`config.mk`:
```
export PLATFORM = sky130hd
export DESIGN_NAME = loteria_multi
export DESIGN_NICKNAME = d
export VERILOG_FILES = /design/src/rtl/loteria_pkg.sv /design/src/rtl/loteria_comparador.sv /design/src/rtl/loteria_multi.sv
export SDC_FILE = /design/constraint.sdc
export NUM_CORES = 1
export LEC_CHECK = 0
export BUFFER_PORTS_ARGS = -buffer_cell sky130_fd_sc_hd__clkbuf_2
export CORE_MARGIN = 3
export CORE_UTILIZATION = 35
export CTS_BUF_LIST = sky130_fd_sc_hd__clkbuf_8
export CTS_CLUSTER_DIAMETER = 100
export DETAILED_ROUTE_END_ITERATION = 6
export SYNTH_ARGS = -nofsm -noshare
export SYNTH_HDL_FRONTEND = slang
export SYNTH_SLANG_ARGS = --single-unit
```
`constraint.sdc`:
```
create_clock -name clock -period 3.8 [get_ports clock]
set_input_delay 1.14 -clock clock [delete_from_list [all_inputs] [get_ports clock]]
set_output_delay 1.14 -clock clock [all_outputs]
set_load 0.05 [all_outputs]
```
`src/rtl/loteria_pkg.sv`:
```
// Shared types and width helpers for the multi-player lottery block.
package loteria_pkg;

    typedef enum logic [1:0] {
        SORTEIO   = 2'd0,
        APOSTA    = 2'd1,
        RESULTADO = 2'd2
    } estado_t;

    // Width of a hit counter able to hold 0..num_qtd.
    function automatic int pts_w(input int num_qtd);
        return $clog2(num_qtd + 1);
    endfunction

    // Width of a prize code: 0 = nobody, i+1 = player i.
    function automatic int prm_w(input int n_jog);
        return $clog2(n_jog + 1);
    endfunction

endpackage

```
`src/rtl/loteria_comparador.sv`:
```
// Combinational membership test of one number against a masked register array.
module loteria_comparador #(
    parameter int NUM_W   = 4,
    parameter int NUM_QTD = 5
) (
    input  logic [NUM_W-1:0]              valor,
    input  logic [NUM_QTD-1:0][NUM_W-1:0] tabela,
    input  logic [NUM_QTD-1:0]            valido,
    output logic                          hit
);

    always_comb begin
        hit = 1'b0;
        for (int i = 0; i < NUM_QTD; i++) begin
            if (valido[i] && (tabela[i] == valor)) hit = 1'b1;
        end
    end

endmodule

```
`src/rtl/loteria_multi.sv`:
```
// Parametrised lottery: load a distinct draw, take one ticket per player,
// count hits and declare the winner when the game ends.
module loteria_multi
    import loteria_pkg::*;
#(
    parameter int NUM_W       = 4,
    parameter int NUM_QTD     = 5,
    parameter int N_JOG       = 2,
    parameter int MIN_ACERTOS = 3
) (
    input  logic                                  clock,
    input  logic                                  reset,
    input  logic [NUM_W-1:0]                      numero,
    input  logic                                  insere,
    input  logic                                  fim,
    input  logic                                  fim_jogo,
    output logic [1:0]                            estado,
    output logic [prm_w(N_JOG)-1:0]               jogador,
    output logic [N_JOG*pts_w(NUM_QTD)-1:0]       pontos,
    output logic [prm_w(N_JOG)-1:0]               premio,
    output logic                                  empate,
    output logic                                  pronto,
    output logic                                  erro
);

    localparam int PTS_W = pts_w(NUM_QTD);
    localparam int PRM_W = prm_w(N_JOG);

    estado_t                       estado_q, estado_d;
    logic [NUM_QTD-1:0][NUM_W-1:0] sorteio_q, sorteio_d, ticket_q, ticket_d;
    logic [PTS_W-1:0]              sorteio_cnt_q, sorteio_cnt_d, ticket_cnt_q, ticket_cnt_d;
    logic [N_JOG-1:0][PTS_W-1:0]   hits_q, hits_d;
    logic [PRM_W-1:0]              jogador_q, jogador_d, premio_q, premio_d;
    logic                          empate_q, empate_d, pronto_q, pronto_d, erro_q, erro_d;

    logic [NUM_QTD-1:0] sorteio_vld, ticket_vld;
    logic               no_sorteio, no_ticket, ultimo_jogador, ticket_cheio;
    logic [PTS_W-1:0]   max_hits;
    logic [PRM_W-1:0]   max_idx, n_max, premio_calc;
    logic               empate_calc;

    always_comb begin
        for (int i = 0; i < NUM_QTD; i++) begin
            sorteio_vld[i] = PTS_W'(i) < sorteio_cnt_q;
            ticket_vld[i]  = PTS_W'(i) < ticket_cnt_q;
        end
    end

    // One matcher serves draw duplicates and ticket hits; the other catches repeated guesses.
    loteria_comparador #(.NUM_W(NUM_W), .NUM_QTD(NUM_QTD)) u_cmp_sorteio (
        .valor (numero),
        .tabela(sorteio_q),
        .valido(sorteio_vld),
        .hit   (no_sorteio)
    );

    loteria_comparador #(.NUM_W(NUM_W), .NUM_QTD(NUM_QTD)) u_cmp_ticket (
        .valor (numero),
        .tabela(ticket_q),
        .valido(ticket_vld),
        .hit   (no_ticket)
    );

    assign ultimo_jogador = (jogador_q == PRM_W'(N_JOG - 1));
    assign ticket_cheio   = (ticket_cnt_q == PTS_W'(NUM_QTD));

    // Winner search: first strict maximum wins, any repeat of that maximum is a tie.
    always_comb begin
        max_hits    = '0;
        max_idx     = '0;
        n_max       = '0;
        premio_calc = '0;
        empate_calc = 1'b0;
        for (int j = 0; j < N_JOG; j++) begin
            if (hits_q[j] > max_hits) begin
                max_hits = hits_q[j];
                max_idx  = PRM_W'(j + 1);
            end
        end
        for (int j = 0; j < N_JOG; j++) begin
            if (hits_q[j] == max_hits) n_max = n_max + PRM_W'(1);
        end
        if (max_hits >= PTS_W'(MIN_ACERTOS)) begin
            if (n_max == PRM_W'(1)) premio_calc = max_idx;
            else                    empate_calc = 1'b1;
        end
    end

    always_comb begin
        estado_d = estado_q;
        case (estado_q)
            SORTEIO:   if (insere && !no_sorteio && (sorteio_cnt_q == PTS_W'(NUM_QTD - 1)))
                           estado_d = APOSTA;
            APOSTA:    if (fim_jogo || (fim && ultimo_jogador)) estado_d = RESULTADO;
            RESULTADO: if (fim) estado_d = SORTEIO;
            default:   estado_d = SORTEIO;
        endcase
    end

    // NOTE: every variable gets its hold value first so no path through the case infers a latch.
    always_comb begin
        sorteio_d     = sorteio_q;
        sorteio_cnt_d = sorteio_cnt_q;
        ticket_d      = ticket_q;
        ticket_cnt_d  = ticket_cnt_q;
        hits_d        = hits_q;
        jogador_d     = jogador_q;
        premio_d      = premio_q;
        empate_d      = empate_q;
        erro_d        = 1'b0;
        pronto_d      = (estado_d == RESULTADO) && (estado_q != RESULTADO);

        case (estado_q)
            SORTEIO: begin
                if (insere) begin
                    if (no_sorteio) begin
                        erro_d = 1'b1;
                    end else begin
                        for (int i = 0; i < NUM_QTD; i++)
                            if (sorteio_cnt_q == PTS_W'(i)) sorteio_d[i] = numero;
                        sorteio_cnt_d = sorteio_cnt_q + PTS_W'(1);
                    end
                end
            end
            APOSTA: begin
                if (insere) begin
                    if (ticket_cheio || no_ticket) begin
                        erro_d = 1'b1;
                    end else begin
                        for (int i = 0; i < NUM_QTD; i++)
                            if (ticket_cnt_q == PTS_W'(i)) ticket_d[i] = numero;
                        ticket_cnt_d = ticket_cnt_q + PTS_W'(1);
                        for (int j = 0; j < N_JOG; j++)
                            if (no_sorteio && (jogador_q == PRM_W'(j)) &&
                                (hits_q[j] != PTS_W'(NUM_QTD)))
                                hits_d[j] = hits_q[j] + PTS_W'(1);
                    end
                end
                // The insert above still lands on the closing ticket before it is cleared.
                if (!fim_jogo && fim && !ultimo_jogador) begin
                    jogador_d    = jogador_q + PRM_W'(1);
                    ticket_d     = '0;
                    ticket_cnt_d = '0;
                end
            end
            RESULTADO: begin
                if (pronto_q) begin
                    premio_d = premio_calc;
                    empate_d = empate_calc;
                end
                if (fim) begin
                    sorteio_d     = '0;
                    sorteio_cnt_d = '0;
                    ticket_d      = '0;
                    ticket_cnt_d  = '0;
                    hits_d        = '0;
                    jogador_d     = '0;
                    premio_d      = '0;
                    empate_d      = 1'b0;
                end else if (insere) begin
                    erro_d = 1'b1;
                end
            end
            default: ;
        endcase
    end

    // NOTE: the draw and ticket arrays are reset too, so an aborted game leaves no stale entries.
    always_ff @(posedge clock or negedge reset) begin
        if (!reset) begin
            estado_q      <= SORTEIO;
            sorteio_q     <= '0;
            sorteio_cnt_q <= '0;
            ticket_q      <= '0;
            ticket_cnt_q  <= '0;
            hits_q        <= '0;
            jogador_q     <= '0;
            premio_q      <= '0;
            empate_q      <= 1'b0;
            pronto_q      <= 1'b0;
            erro_q        <= 1'b0;
        end else begin
            estado_q      <= estado_d;
            sorteio_q     <= sorteio_d;
            sorteio_cnt_q <= sorteio_cnt_d;
            ticket_q      <= ticket_d;
            ticket_cnt_q  <= ticket_cnt_d;
            hits_q        <= hits_d;
            jogador_q     <= jogador_d;
            premio_q      <= premio_d;
            empate_q      <= empate_d;
            pronto_q      <= pronto_d;
            erro_q        <= erro_d;
        end
    end

    always_comb begin
        estado  = estado_q;
        jogador = jogador_q;
        pontos  = hits_q;
        premio  = premio_q;
        empate  = empate_q;
        pronto  = pronto_q;
        erro    = erro_q;
    end

endmodule

```
-- Word level (Yosys, flattened, before mapping)
Index checks and enable logic that the tools add are counted.
Widths: inputs -> output; s select.
- bits in registers: 61
- logic and storage cells: 206
- output and inout port bits: 15
- input port bits: 9
- reduce and logical (&&, ||, !) cells: 48
- magnitude comparators: 13
- add/sub/neg operators: 6
- multiplexer cells: 70
- equal/unequal tests: 49
- operators with widths (cell ; count):
    $mux 20 ; 6
    $pmux 20 s2 ; 2
    $reduce_and 5->1 ; 12
    $eq 4x4->1 ; 10
    $mux 4 ; 10
    $mux 3 ; 10
    $ne 2x2->1 const B ; 14
    $ne 3x3->1 const B ; 9
    $mux 1 ; 22
    $mux 2 ; 11
    $logic_and 1x1->1 ; 20
    $mux 6 ; 3
    $add 3x1->3 const B ; 4
    $eq 3x2->1 const B ; 4
    $lt 1x3->1 const A ; 4
    $lt 2x3->1 const A ; 4
    $pmux 3 s2 ; 2
    $pmux 6 s2 ; 1
    $eq 3x3->1 const B ; 3
    $reduce_and 4->1 ; 2
    $eq 2x1->1 const B ; 3
    $eq 3x1->1 const B ; 2
    $eq 3x3->1 ; 2
    $logic_not 3->1 ; 2
    15 further kinds ; 24

-- Logic depth before layout (Yosys ltp)
- word-level depth: 14
- mapped depth: 12
- depth with buffers taken out: 12

-- Hierarchy
A second synthesis with hierarchy kept.
- cells, all modules: 362
- area total of the unflattened synthesis: 3782.4 um^2
- modules (own cells, without submodules) (module ; cells an instance ; instances ; area each (um^2) ; sequential area each (um^2)):
    loteria_multi ; 292 ; 1 ; 3219.3 ; 1526.5
    loteria_comparador ; 35 ; 2 ; 281.5 ; 0.0

-- Worst setup path after synthesis
Ideal clock, no wire load.
- path type: input -> register
- start: input numero[3]
- end: register hits_q (netlist bit pontos[0])
- required time: 3675 ps
- buffers on the path: 2
- arrival time: 2837 ps
- setup time: 125 ps
- stages: 9
- slack: 838 ps
- cells stage by stage: buf_4 -> buf_4 -> xor2_1 -> nor4_1 -> a211oi_2 -> o21ai_4 -> nand3_2 -> a22o_1 -> mux2_2
- word-level cells in the longest chain between the ends: 11
- elaborated cells between the ends (all ways): 36
- classes of those cells: 12 x eq/ne; 10 x mux; 14 x reduce/logical
- RTL lines (what ; line ; RTL):
    from (decl) ; loteria_multi.sv:13 ; input logic [NUM_W-1:0] numero,
    $eq 4x4->1 ; loteria_comparador.sv:15 ; if (valido[i] && (tabela[i] == valor)) hit = 1'b1;
    $logic_and 1x1->1 ; loteria_comparador.sv:15 ;
    $mux 1 (5 in series) ; loteria_comparador.sv:15 ;
    $logic_and 1x1->1 (2 in series) ; loteria_multi.sv:134 ; if (no_sorteio && (jogador_q == PRM_W'(j)) &&
    $ne 2x2->1 (no source line) ; n/a ;
    $reduce_and 5->1 (no source line) (*) ; n/a ;
    to (signal assigned) ; loteria_multi.sv:188 ; hits_q <= hits_d;
    to (decl) ; loteria_multi.sv:32 ; logic [N_JOG-1:0][PTS_W-1:0] hits_q, hits_d;
Every way passes the cells marked *; elsewhere a longest branch is shown, timed or not.
A chain may end at the register's enable or synchronous reset.

-- Worst setup path in the final report
- start: register hits_q (netlist bit pontos[1])
- end: register empate_q (netlist: empate)
- word-level cells in the longest chain between the ends: 13
- elaborated cells between the ends (all ways): 15
- classes of those cells: 1 x add/sub; 3 x order compare; 3 x eq/ne; 8 x mux
- RTL lines (what ; line ; RTL):
    $gt 3x1->1 ; loteria_multi.sv:75 ; if (hits_q[j] > max_hits) begin
    $mux 3 ; loteria_multi.sv:75 ;
    $gt 3x3->1 ; loteria_multi.sv:75 ;
    $mux 3 ; loteria_multi.sv:75 ;
    $eq 3x3->1 ; loteria_multi.sv:81 ; if (hits_q[j] == max_hits) n_max = n_max + PRM_W'(1);
    $mux 1 ; loteria_multi.sv:81 ;
    $add 2x1->2 ; loteria_multi.sv:81 ;
    $mux 2 ; loteria_multi.sv:81 ;
    $eq 2x1->1 ; loteria_multi.sv:84 ; if (n_max == PRM_W'(1)) premio_calc = max_idx;
    $mux 1 ; loteria_multi.sv:84 ;
    $mux 1 (*) ; loteria_multi.sv:83 ; if (max_hits >= PTS_W'(MIN_ACERTOS)) begin
    $mux 1 (*) ; loteria_multi.sv:147 ; if (pronto_q) begin
    $mux 1 (*) ; loteria_multi.sv:151 ; if (fim) begin
    to (signal assigned) ; loteria_multi.sv:191 ; empate_q <= empate_d;
    to (decl) ; loteria_multi.sv:34 ; logic empate_q, empate_d, pronto_q, pronto_d, erro_q, erro_d;
Every way passes the cells marked *; elsewhere a longest branch is shown, timed or not. The select of a mux whose other input is x is not followed.

==> run_results.csv <==
group,metric,value,unit
status,status,"complete, no violations",
sta,tns,0,ns
worst_setup_path,worstPathRequired,4.03,ns
final_layout,seqCellArea,0.001526,mm²
power,leakage,1.974,nW
sta,worst_slack,0.5286,ns
min_path,hp-class,"reg -> reg",
yosys,yosysTopAreaCellShare,40.26,%
clocking,cts_root_buffer,"clkbuf_8",
placement,gp_congestion,0.8240,
sta,clock_skew,0.01049,ns
yosys,synthesis.nets,408,
route,vias_per_cell,5.485,
route,wl_per_cell,16.89,µm
clocking,hold_buffers,0,
final_layout,final_layout_size_suffix_gt1_share,14.78,%
power,total_power,2.992,mW
sta,rsz0062_at_grt,"no",
clocking,htree_levels,3,
route,drtIter0Drc,176,
job,drv_cap,0,
placement,dp_cells,526,
final_layout,instances_no_fill,542,
global_route,grt_pass1_wl,15.41,mm
route,drt-pass1-iter-count,5,
floorplan,die_area,0.01212,mm²
sta,finalCriticalPeriod,3.271,ns
final_layout,area_growth_syn_to_layout,10.99,%
placement,dp.final_hpwl,6.482,mm
floorplan,start_util,36.40,%
sta,final_hold_viol_count,0,
yosys,ys_seq_elements,61,
floorplan,num_rows,37,
sta,finalCritPeriodShare,86.09,%
clocking,insertion_delay,0.35,ns
final_layout,multi_input_area,0.002086,mm²
global_route,grt_pass1_vias,2997,
floorplan,boundaryPins,24,
route,post-route-drc-count,0,
sta,hold-worst-slack,0.5033,ns
final_layout,nFillCells,1036,
yosys,yosys.area.top_type,"dfrtp_1",
yosys,synth_area,0.003791,mm²
sta,setup_viol,0,
clocking,cts.path.max_buffers,2,
placement,dp_slack,0.2172,ns
yosys,synth_edf_count,0,
sta,fmax,305.7,MHz
worst_setup_path,cp.arrival,3.50,ns
yosys,yosysWarnings,0,
clocking,cts_sinks,61,
route,dr_total_vias,2973,
route,postRouteAntennaNets,0,
final_layout,num_antenna_cells,0,
global_route,grt.overflow.total,0,
placement,dpl_cell_area,0.004003,mm²
yosys,synth_cell_types,57,
yosys,ys_seq_area_share,40.26,%
floorplan,dieWidth,110.1,µm
worst_setup_path,startpoint_type,"flip-flop",
worst_setup_path,cp_cell_sequence,"inv_1, ha_1, nor2b_1, nor2_1, ha_1, nor2b_1, o21ai_0, a21oi_1, a221oi_1, o21bai_1, and2_1, a32o_1",
final_layout,finalInstanceArea,0.004208,mm²
final_layout,fin_util,40.40,%
sta,slew_viol_final,0,
floorplan,die_y,110.1,µm
yosys,avgSynthCellArea,9.924,µm²
worst_setup_path,crit_type,"reg -> reg",
clocking,clk_pin_slew,0.08,ns
global_route,grt_antenna_before_repair,0,
route,finalWirelength,9.154,mm
yosys,syn_inst,382,
worst_setup_path,cp-end-kind,"flip-flop",
power,p_per_area,711.1,mW/mm²
yosys,synthArstFlopShare,100.0,%
clocking,cts_setup_buffers,0,
power,irDropWorstVdd,0.3102,mV
placement,io_buffers,23,
yosys,synth_flop_cell,"dfrtp_1",
clocking,cts_tree,"built",
yosys,synth.area.top_cells,"dfrtp_1 (40%), xor2_1 (8.5%), ha_1 (5.6%)",
sta,slew_headroom,48.13,%
global_route,grtUsageTotal,16.36,%
worst_setup_path,crit_fanout,9,
clocking,cts-resized-gates,0,
global_route,grt_max_degree,28,
worst_setup_path,slowest_delay,0.56,ns
floorplan,core_area,0.01042,mm²
sta,tightest_slew,0.7772,ns
clocking,cts_buffers,9,
worst_setup_path,slowest_stage,"a21oi_1",
final_layout,fin_nets,427,
[final cells by class]
type,instances,share of cell area [%]
inverters,16,1.427
flip-flops and latches,61,36.28
repair buffers,29,3.806
well taps,136,4.044
multi-input cells,284,49.57
clock inverters,7,1.933
clock buffers,9,2.944
[synthesized netlist by cell type, types with 6 or more instances]
library cell and number:
o21ai_0 10, a32o_1 15, mux2i_1 20, buf_4 8, nand2_1 49, a22o_1 13
xnor2_1 6, dfrtp_1 61, xor2_1 37, ha_1 17, nand3_1 10, nor2_1 15
nor3_1 9, inv_1 16, clkbuf_1 10, nor2b_1 6, a21oi_1 13
[worst max-delay path, delay by kind of cell (launching register included)]
kind	cells	cell delay [ns]
DFF	1	0.49
AOI/OAI and AO/OA	5	1.29
and+or+nand+nor	4	0.72
buffers and inverters	1	0.22
adders and majority gates	2	0.42
[report_power, final]
| group | internal [mW] | switching [mW] |
|---|---|---|
| sequential | 0.851 | 0.228 |
| clock | 0.312 | 0.293 |
| combinational | 0.513 | 0.795 |
[state kept, by name (all words and copies together) (netlist names)]
name           count
empate             1
pronto             1
ticket_cnt_q       3
premio             2
ticket_q          20
sorteio_cnt_q      3
pontos             6
jogador            2
estado             2
sorteio_q         20
erro               1
[worst paths after layout]
path | from | depth (start not counted) | slack [ns] | end
min in group asynchronous | reset | 1 | 0.78 | sorteio_q[9]$_DFFE_PN0P_
worst max-delay path | pontos[1]$_DFFE_PN0P_ | 12 | 0.53 | empate$_DFFE_PN0P_
worst min register to register | premio[0]$_DFFE_PN0P_ | 1 | 0.50 | premio[0]$_DFFE_PN0P_
worst min-delay path | premio[0]$_DFFE_PN0P_ | 1 | 0.50 | premio[0]$_DFFE_PN0P_
max in group asynchronous | reset | 2 | 2.29 | ticket_cnt_q[1]$_DFFE_PN0P_
worst max register to register | pontos[1]$_DFFE_PN0P_ | 12 | 0.53 | empate$_DFFE_PN0P_
[placed cells by master, fill, tap and decap left out, types with 4 or more instances in the layout]
cell       n
clkbuf_2  23
a22o_1    13
dfrtp_1   61
nor3_1     9
o21ai_0   10
nand3b_1   4
ha_1      17
clkbuf_8   9
nor2_1    15
nand2_1   49
a21oi_1   13
nor2b_1    6
mux2i_1   20
inv_1     16
xnor2_1    6
and3_1     4
a32o_1    15
nand3_1   10
buf_4      6
a21o_1     4
xor2_1    37
nor4_1     4
[cell families after synthesis]
| logic type | count (synthesis) | synth area share (%) |
|---|---|---|
| and+or+nand+nor | 117 | 16.11 |
| muxes | 23 | 6.172 |
| adders and majority gates | 17 | 5.610 |
| AOI/OAI and AO/OA | 84 | 17.20 |
| DFF | 61 | 40.26 |
| buffers and inverters | 37 | 4.719 |
| xor gates and xnor gates | 43 | 9.934 |
[routing by layer]
layer,vias up,share of wire [%],wire (µm),global-route usage [%]
met5,-,0,0,0
met3,12,4.9,450,4.019
met2,80,47,4277,25.82
met4,0,1.6,150,5.254
li1,1402,-,-,-
met1,1479,47,4275,22.06
No activity file was read; power rests on OpenSTA's default activity.
